--- config.mk ---
export PLATFORM = sky130hd
export DESIGN_NAME = hf_sample_writer
export DESIGN_NICKNAME = d
export VERILOG_FILES = /design/src/rtl/hf_sample_writer.sv
export SDC_FILE = /design/constraint.sdc
export NUM_CORES = 1
export LEC_CHECK = 0
export ABC_CLOCK_PERIOD_IN_PS = 5700
export CORE_AREA = 2 2 115 117
export CTS_CLUSTER_SIZE = 25
export DETAILED_ROUTE_END_ITERATION = 7
export DIE_AREA = 0 0 117 119
export PLACE_DENSITY_LB_ADDON = 0.2
export SYNTH_ARGS = -nofsm -noshare
export SYNTH_HDL_FRONTEND = slang
export SYNTH_SLANG_ARGS = --single-unit
--- constraint.sdc ---
create_clock -name clk -period 5.7 [get_ports clk]
set_input_delay 1.71 -clock clk [delete_from_list [all_inputs] [get_ports clk]]
set_output_delay 1.71 -clock clk [all_outputs]
set_load 0.05 [all_outputs]
--- src/rtl/hf_sample_writer.sv ---
// ----------------------------------------------------------------------------
// hf_sample_writer
//
// Output stage for decoded Huffman samples. Big-values pairs (x,y) and count1
// quads (v,w,x,y) are serialised onto a single BRAM write port, one sample per
// cycle, into the bank selected by granule/channel. Each bank is zero-filled up
// to NUM_SAMPLES and a sticky per-bank done flag is raised for the requantiser.
//
// Ports
//   clk, rst        system clock, synchronous active-high reset
//   si_valid        new frame side info: clears done and overflow
//   start           begin a stream; gr, ch, big_values sampled here
//   pair_valid      pair_x / pair_y valid (BIG state only)
//   quad_valid      quad_v..quad_y valid (COUNT1 state only)
//   part_end        pulse: part2_3 bits exhausted, finish and zero-fill
//   ready           an item may be accepted this cycle
//   wr_en, wr_bank, wr_addr, wr_data   BRAM write port
//   done            per-bank completion, sticky
//   overflow        sticky: big_values clamp, dropped lane, or part_end in BIG
//   nz_index        1 + address of last nonzero sample of the last completed
//                   stream; only tracked when HF_NZ_INDEX_EN is defined,
//                   otherwise tied to 0
//
// Build option
//   HF_NZ_INDEX_EN  enables nz_index tracking
// ----------------------------------------------------------------------------
// state   | meaning
// --------+-------------------------------------------------------------------
// S_IDLE  | waiting for start, ready=0
// S_BIG   | accepting big-values pairs until big_values pairs taken
// S_CNT1  | accepting count1 quads until part_end or the bank is full
// S_ZFILL | writing zeros from addr to NUM_SAMPLES-1, then flag done
// ----------------------------------------------------------------------------
module hf_sample_writer #(
   parameter int NUM_GR      = 2,
   parameter int NUM_CH      = 2,
   parameter int SAMPLE_W    = 16,
   parameter int NUM_SAMPLES = 576,
   parameter int ADDR_W      = 10
) (
   input  logic                               clk,
   input  logic                               rst,
   input  logic                               si_valid,
   input  logic                               start,
   input  logic [$clog2(NUM_GR)-1:0]          gr,
   input  logic [$clog2(NUM_CH)-1:0]          ch,
   input  logic [8:0]                         big_values,
   input  logic                               pair_valid,
   input  logic [SAMPLE_W-1:0]                pair_x,
   input  logic [SAMPLE_W-1:0]                pair_y,
   input  logic                               quad_valid,
   input  logic [SAMPLE_W-1:0]                quad_v,
   input  logic [SAMPLE_W-1:0]                quad_w,
   input  logic [SAMPLE_W-1:0]                quad_x,
   input  logic [SAMPLE_W-1:0]                quad_y,
   input  logic                               part_end,
   output logic                               ready,
   output logic                               wr_en,
   output logic [$clog2(NUM_GR*NUM_CH)-1:0]   wr_bank,
   output logic [ADDR_W-1:0]                  wr_addr,
   output logic [SAMPLE_W-1:0]                wr_data,
   output logic [NUM_GR*NUM_CH-1:0]           done,
   output logic                               overflow,
   output logic [ADDR_W-1:0]                  nz_index
);

   localparam int NB = NUM_GR * NUM_CH;
   localparam int BW = $clog2(NB);
   // One extra address bit so the "bank full" value NUM_SAMPLES is always
   // representable, even when 2^ADDR_W == NUM_SAMPLES.
   localparam int AW = ADDR_W + 1;
   localparam int PW = (ADDR_W > 9) ? ADDR_W : 9;

   localparam logic [AW-1:0] A_END  = AW'(NUM_SAMPLES);
   localparam logic [AW-1:0] A_LAST = AW'(NUM_SAMPLES - 1);
   localparam logic [AW-1:0] A_ONE  = AW'(1);
   localparam logic [PW-1:0] P_HALF = PW'(NUM_SAMPLES / 2);
   localparam logic [PW-1:0] P_ONE  = PW'(1);

   typedef enum logic [1:0] {
      S_IDLE  = 2'd0,
      S_BIG   = 2'd1,
      S_CNT1  = 2'd2,
      S_ZFILL = 2'd3
   } state_t;

   state_t                       state_q, state_d;
   logic [AW-1:0]                addr_q, addr_d;
   logic [PW-1:0]                pairs_q, pairs_d;
   logic [2:0]                   cnt_q, cnt_d;
   logic [3:0][SAMPLE_W-1:0]     lane_q, lane_d;
   logic [BW-1:0]                bank_q, bank_d;
   logic                         enter_q, enter_d;
   logic                         pend_q, pend_d;
   logic [NB-1:0]                done_q, done_d;
   logic                         ovf_q, ovf_d;

   logic                         emit;
   logic                         in_range;
   logic [AW-1:0]                addr_adv;
   logic                         streaming;
   logic                         ready_c;
   logic                         take_pair;
   logic                         take_quad;
   logic                         idle_after;
   logic                         end_req;
   logic [PW-1:0]                bv_ext;

   logic                         wr_en_c;
   logic [SAMPLE_W-1:0]          wr_data_c;
   logic                         ovf_set;
   logic                         done_set;

   // cnt_q counts lanes still to be emitted, including the one on the port now.
   assign emit      = (cnt_q != 3'd0);
   assign in_range  = (addr_q < A_END);
   // Address the next accepted item would start at.
   assign addr_adv  = (emit && in_range) ? (addr_q + A_ONE) : addr_q;
   assign streaming = (state_q == S_BIG) || (state_q == S_CNT1);
   // Accept only when the current item is on its final lane (or none is in
   // flight), no end is pending, and there is still room in the bank.
   assign ready_c   = streaming && !enter_q && !pend_q &&
                      (cnt_q <= 3'd1) && (addr_adv < A_END);
   assign take_pair = (state_q == S_BIG)  && ready_c && pair_valid;
   assign take_quad = (state_q == S_CNT1) && ready_c && quad_valid;
   assign idle_after = (cnt_q <= 3'd1) && !take_pair && !take_quad;
   assign end_req   = pend_q || part_end;
   assign bv_ext    = PW'(big_values);

   always_comb begin
      state_d   = state_q;
      addr_d    = addr_q;
      pairs_d   = pairs_q;
      cnt_d     = cnt_q;
      lane_d    = lane_q;
      bank_d    = bank_q;
      enter_d   = 1'b0;
      pend_d    = pend_q;
      wr_en_c   = 1'b0;
      wr_data_c = '0;
      ovf_set   = 1'b0;
      done_set  = 1'b0;

      // Lane emitter: drops lanes that fall past the end of the bank.
      if (emit) begin
         wr_en_c   = in_range;
         wr_data_c = lane_q[0];
         lane_d    = {{SAMPLE_W{1'b0}}, lane_q[3:1]};
         cnt_d     = cnt_q - 3'd1;
         addr_d    = addr_adv;
         if (!in_range) ovf_set = 1'b1;
      end

      if (take_pair) begin
         lane_d = {{(2*SAMPLE_W){1'b0}}, pair_y, pair_x};
         cnt_d  = 3'd2;
      end else if (take_quad) begin
         lane_d = {quad_y, quad_x, quad_w, quad_v};
         cnt_d  = 3'd4;
      end

      if (streaming && part_end) begin
         pend_d = 1'b1;
         if (state_q == S_BIG) ovf_set = 1'b1;
      end

      case (state_q)
         S_IDLE: begin
            pend_d = 1'b0;
            if (start) begin
               bank_d  = BW'(int'(gr) * NUM_CH + int'(ch));
               addr_d  = '0;
               cnt_d   = 3'd0;
               enter_d = 1'b1;
               if (bv_ext > P_HALF) begin
                  pairs_d = P_HALF;
                  ovf_set = 1'b1;
               end else begin
                  pairs_d = bv_ext;
               end
               state_d = (big_values != 9'd0) ? S_BIG : S_CNT1;
            end
         end
         S_BIG: begin
            if (take_pair) begin
               pairs_d = pairs_q - P_ONE;
               if (pairs_q == P_ONE) state_d = S_CNT1;
            end else if (end_req && idle_after) begin
               state_d = S_ZFILL;
            end
         end
         S_CNT1: begin
            if (idle_after && (end_req || (addr_adv >= A_END)))
               state_d = S_ZFILL;
         end
         S_ZFILL: begin
            pend_d    = 1'b0;
            wr_en_c   = in_range;
            wr_data_c = '0;
            if (in_range) addr_d = addr_q + A_ONE;
            if (addr_q >= A_LAST) begin
               done_set = 1'b1;
               state_d  = S_IDLE;
            end
         end
         default: state_d = S_IDLE;
      endcase

      // Set beats clear when si_valid coincides with a new event.
      done_d = si_valid ? '0 : done_q;
      if (done_set) done_d[bank_q] = 1'b1;
      ovf_d = si_valid ? 1'b0 : ovf_q;
      if (ovf_set) ovf_d = 1'b1;
   end

   always_ff @(posedge clk) begin
      if (rst) begin
         state_q <= S_IDLE;
         addr_q  <= '0;
         pairs_q <= '0;
         cnt_q   <= '0;
         lane_q  <= '0;
         bank_q  <= '0;
         enter_q <= 1'b0;
         pend_q  <= 1'b0;
         done_q  <= '0;
         ovf_q   <= 1'b0;
      end else begin
         state_q <= state_d;
         addr_q  <= addr_d;
         pairs_q <= pairs_d;
         cnt_q   <= cnt_d;
         lane_q  <= lane_d;
         bank_q  <= bank_d;
         enter_q <= enter_d;
         pend_q  <= pend_d;
         done_q  <= done_d;
         ovf_q   <= ovf_d;
      end
   end

   assign ready    = ready_c;
   assign wr_en    = wr_en_c;
   assign wr_bank  = bank_q;
   assign wr_addr  = addr_q[ADDR_W-1:0];
   assign wr_data  = wr_data_c;
   assign done     = done_q;
   assign overflow = ovf_q;

`ifdef HF_NZ_INDEX_EN
   logic [AW-1:0]     nz_run_q, nz_run_d;
   logic [ADDR_W-1:0] nz_q, nz_d;

   // ZFILL only writes zeros, so nz_run_q is final by the time done is set.
   always_comb begin
      nz_run_d = nz_run_q;
      nz_d     = nz_q;
      if ((state_q == S_IDLE) && start)
         nz_run_d = '0;
      else if (wr_en_c && (wr_data_c != '0))
         nz_run_d = addr_q + A_ONE;
      if (done_set) nz_d = nz_run_q[ADDR_W-1:0];
   end

   always_ff @(posedge clk) begin
      if (rst) begin
         nz_run_q <= '0;
         nz_q     <= '0;
      end else begin
         nz_run_q <= nz_run_d;
         nz_q     <= nz_d;
      end
   end

   assign nz_index = nz_q;
`else
   assign nz_index = '0;
`endif

endmodule

### Word-level counts from Yosys, hierarchy flattened

Cells that the tools add are included.

| storage, ports and cells | value |
|---|---|
| register bits after elaboration | 99 |
| logic and storage cells | 117 |
| bits of input ports | 114 |

| operators by class | value |
|---|---|
| reduce and logical (&&, ||, !) cells | 35 |
| multiplexer cells | 45 |
| eq/ne operators | 10 |
| bitwise operators | 2 |
| order comparisons | 8 |
| add/subtract/negate cells | 4 |

Operator list:

| kind | count |
|---|---|
| two-way mux 64 bit | 2 |
| two-way mux 11 bit | 4 |
| two-way mux 16 bit | 2 |
| two-way mux 32 bit | 1 |
| greater-or-equal comparator 11 x 10 -> 1 bit, second input constant | 2 |
| < comparator 11 x 10 -> 1 bit, second input constant | 2 |
| one-hot mux 11 bit (2 select lines) | 1 |
| two-way mux 10 bit | 2 |
| one-hot mux 10 bit (2 select lines) | 1 |
| logical AND 1 bit | 15 |
| two-way mux 1 bit | 15 |
| two-way mux 3 bit | 5 |
| two-way mux 2 bit | 7 |
| adder 11 x 1 -> 11 bit, second input constant | 1 |
| equality test 10 x 1 -> 1 bit, second input constant | 1 |
| subtractor 10 x 1 -> 10 bit, second input constant | 1 |
| > comparator 9 bit, second input constant | 1 |
| two-way mux 9 bit | 1 |
| nonzero test 9 bit | 1 |
| two-way mux 4 bit | 2 |
| one-hot mux 2 bit (4 select lines) | 1 |
| != test 2 bit, second input constant | 3 |
| != test 3 x 2 -> 1 bit, second input constant | 2 |
| nonzero test 2 bit | 3 |
| 20 further kinds | 28 |

### Logic depth before layout (Yosys ltp)

| depth | value |
|---|---|
| word-level depth | 15 |
| depth in mapped cells | 14 |

### Worst setup path after synthesis

OpenSTA, ideal clock, no wires.

| timing path | value |
|---|---|
| path kind | reg2out |
| start | register cnt_q[0] |
| end | output port ready |
| arrival time | 2.484 ns |
| required time | 3.990 ns |
| stages on the path, launching flop included | 10 |
| setup slack | 1.506 ns |
| path through | dfxtp_1 -> inv_1 -> ha_1 -> ha_1 -> buf_6 -> or3_1 -> o41ai_2 -> and2_4 -> a21oi_4 -> nor2_1 |

| between the ends | value |
|---|---|
| word-level cells in the longest chain between the ends | 5 |
| elaborated cells between the ends (all ways) | 7 |

RTL lines:

| what | RTL line | RTL |
|---|---|---|
| start, declared | 90 | `logic [2:0] cnt_q, cnt_d;` |
| start signal, assigned | 232 | `cnt_q <= cnt_d;` |
| nonzero test 3 bit | 115 | `assign emit = (cnt_q != 3'd0);` |
| logical AND 1 bit | 118 | `assign addr_adv = (emit && in_range) ? (addr_q + A_ONE) : addr_q;` |
| two-way mux 11 bit | 118 |  |
| < comparator 11 x 10 -> 1 bit | 123 | `(cnt_q <= 3'd1) && (addr_adv < A_END);` |
| logical AND 1 bit * | 123 |  |
| end, declared | 57 | `output logic ready,` |

Every way passes the cells marked *; elsewhere a longest branch is shown, timed or not.

### Final worst setup path

| timing path | value |
|---|---|
| start | register cnt_q[0] |
| end | output port wr_data[5] |

| between the ends | value |
|---|---|
| word-level cells in the longest chain between the ends | 3 |

RTL lines:

| what | RTL line | RTL |
|---|---|---|
| nonzero test 3 bit | 115 |  |
| two-way mux 16 bit | 145 | `if (emit) begin` |
| two-way mux 16 bit | 167 | `case (state_q)` |
| end, declared | 61 | `output logic [SAMPLE_W-1:0] wr_data,` |

Every way passes these cells.

==> out/qor.csv <==
metric;value;unit
regArea;0.00198;mm2
ys_ff_latch;99;
r2r_slack;1300;ps
clock.fmax;198;MHz
use_met3;6.56;%
cp-end-kind;primary output;
critical_path_class;register to primary output;
grt_use_total;23.0;%
cts_setup_buffers;0;
r2r_start;cnt_q[0];
tightest_slew;1150;ps
p_sw_share;42.9;%
fp.dieH;119;um
fin_cells;946;
grt_pass1_vias;5181;
layout.nets;890;
min_period;5050;ps
chipWidth;117;um
place_area;0.00701;mm2
num_vias;5309;
holdBufCountCts;0;
dp_hpwl;11200;um
drive_gt1_share;9.09;%
design_area;0.00730;mm2
start_kind;register;
synth_seq_area_share;35.1;%
syn_to_final_growth;29.4;%
finalPower;2.77;mW
wl_per_cell;17.0;um
r2r_cells;10;
portBuffers;148;
num_antenna_cells;0;
p_clk_share;21.5;%
die-area;0.0139;mm2
ant_nets;0;
hold-path-endpoint;lane_q[2];
insertion_delay;360;ps
vdd_drop_max;0.169;mV
seqPwrFrac;30.5;%
synth_flop_cell;dfxtp_1;
required;3990;ps
p_switching;1.19;mW
p_int;1.58;mW
multi_input_area;0.00323;mm2
synth_edf_count;0;
use_met2;36.8;%
netlist_top_cells_area;dfxtp_1 (35%), a211oi_2 (7.5%), o2bb2ai_1 (5.1%);
synth_top_cell_area_share;35.1;%
slew_headroom;23.5;%
rr_endpoint;lane_q[31];
drtIter0Drc;338;
synth_area_per_cell;8.51;um2
routed_via_density;5.61;
core_area;0.0129;mm2
wl;16100;um
mostFrequentLayoutCells;clkdlybuf4s50_1 (148), dfxtp_1 (99), nor2_1 (57), o21ai_0 (46), nand2_1 (44);
ys_warn_count;0;
worstHoldPathType;register to register;
cts_resized;0;
fin_crit_sh;88.7;%
status;finished clean;
timing.final.hold_violations;0;
drtPass1Iterations;5;
ios;159;
hold_path.startpoint;lane_q[2];
antenna_found_initial;0;
leakagePower;2.73;nW
cts_tree;done;
overflow;0;
clk_pin_slew;70;ps
grt_pass1_wl;25300;um
ys_types;64;
whs;461;ps
cap_violations;0;
cts_max_path_buffers;2;
final_max_slew_viol_count;0;
post-place-cells;930;
fillers;1193;
cts-buffers-inserted;9;
start_util;43.8;%
rsz0062_at_grt;no;
busiest_layer;met2;
cts.sinks;99;
p_comb_share;47.9;%
layout_commonest_cell;clkdlybuf4s50_1;
gp_congestion;0.836;
cts.htree.levels;3;
synthArstFlopShare;0;%
setup_viol;0;
synth_area_leader_cell;dfxtp_1;
syn_inst;663;
drc;0;
worst-path-max-fanout;39;
hold_depth;1;
cts-root-buf;clkbuf_16;
cellPowerDensity;379;mW/mm2
core.rowCount;42;
met1_usage;29.3;%
tns;0;ps
netlist_area;0.00564;mm2
crit_arrival;3340;ps
grt_start_max_net_pins;84;
skew;6.97;ps
[cells by family after synthesis]
family | synth area share (%)
flops | 35.1
fa+ha+maj | 2.44
buf+inv | 8.58
xor+xnor | 0.776
mux | 3.46
compound gates | 28.4
simple gates | 21.2
other cells | 0.0665
[flip-flops by register name, summed over array words and instances, names as in the netlist]
| signal | count |
|---|---|
| lane_q | 64 |
| addr_q | 11 |
| pairs_q | 10 |
| done | 4 |
| cnt_q | 3 |
| state_q | 2 |
| wr_bank | 2 |
| enter_q | 1 |
| overflow | 1 |
| pend_q | 1 |
[per-stage QoR]
| step | util (%) | setup WS, ps |
|---|---|---|
| 6_report | 56.7 | 647 |
| 3_3_place_gp | 54.5 | 1150 |
| 3_5_place_dp | 54.5 | 1030 |
| 5_1_grt | 56.7 | 418 |
| 2_1_floorplan | - | 1510 |
| 4_1_cts | 56.7 | 628 |
[power by group through the flow]
stage | Combinational [mW] | Sequential, mW | Clock, mW
after floorplan | 0.996 | 0.852 | 0
after global placement | 1.29 | 0.856 | 0
after detailed placement | 1.32 | 0.861 | 0
after CTS | 1.32 | 0.846 | 0.607
after global routing | 1.45 | 0.856 | 0.629
final | 1.33 | 0.846 | 0.596
[synthesized netlist by cell type, types with 19 or more instances]
cell type and number:
a211oi_1 19, a211oi_2 34, a21oi_1 42, and2_1 21, and3_1 36, buf_4 24, clkbuf_1 22, dfxtp_1 99
nand2_1 44, nand3_1 23, nor2_1 58, o21ai_0 46, o2bb2ai_1 33
[worst max-delay path, stage by stage (launching register included)]
cell             delay, ps
dfxtp_1                400
inv_1                   70
ha_1                   220
ha_2                   230
buf_4                  300
nor2_1                 710
and2_1                 250
clkdlybuf4s50_1        810
[layout make-up]
class | count | area share (%)
Clock buffer | 11 | 3.46
Clock inverter | 5 | 0.497
Inverter | 16 | 0.822
Multi-Input combinational cell | 486 | 44.3
Sequential cell | 99 | 27.1
Tap cell | 176 | 3.02
Timing Repair Buffer | 153 | 20.8
[per-layer routing]
metal	routed length (um)	vias up
met2	7620	180
met5	0	-
met4	367	0
li1	-	2601
met1	7000	2500
met3	1090	28
[how the worst max path moves through the flow]
| stage | start | endpoint | slack (ps) | depth (start not counted) |
|---|---|---|---|---|
| 2_1_floorplan | cnt_q[0] | ready | 1510 | 9 |
| 3_3_place_gp | cnt_q[0] | wr_data[10] | 1150 | 7 |
| 5_1_grt | cnt_q[0] | wr_data[10] | 420 | 7 |
| 6_report | cnt_q[0] | wr_data[5] | 650 | 7 |
| 4_1_cts | cnt_q[0] | wr_data[7] | 630 | 7 |
| 3_5_place_dp | cnt_q[0] | wr_data[7] | 1030 | 7 |
Note: power is estimated with default switching activity, not from simulation.
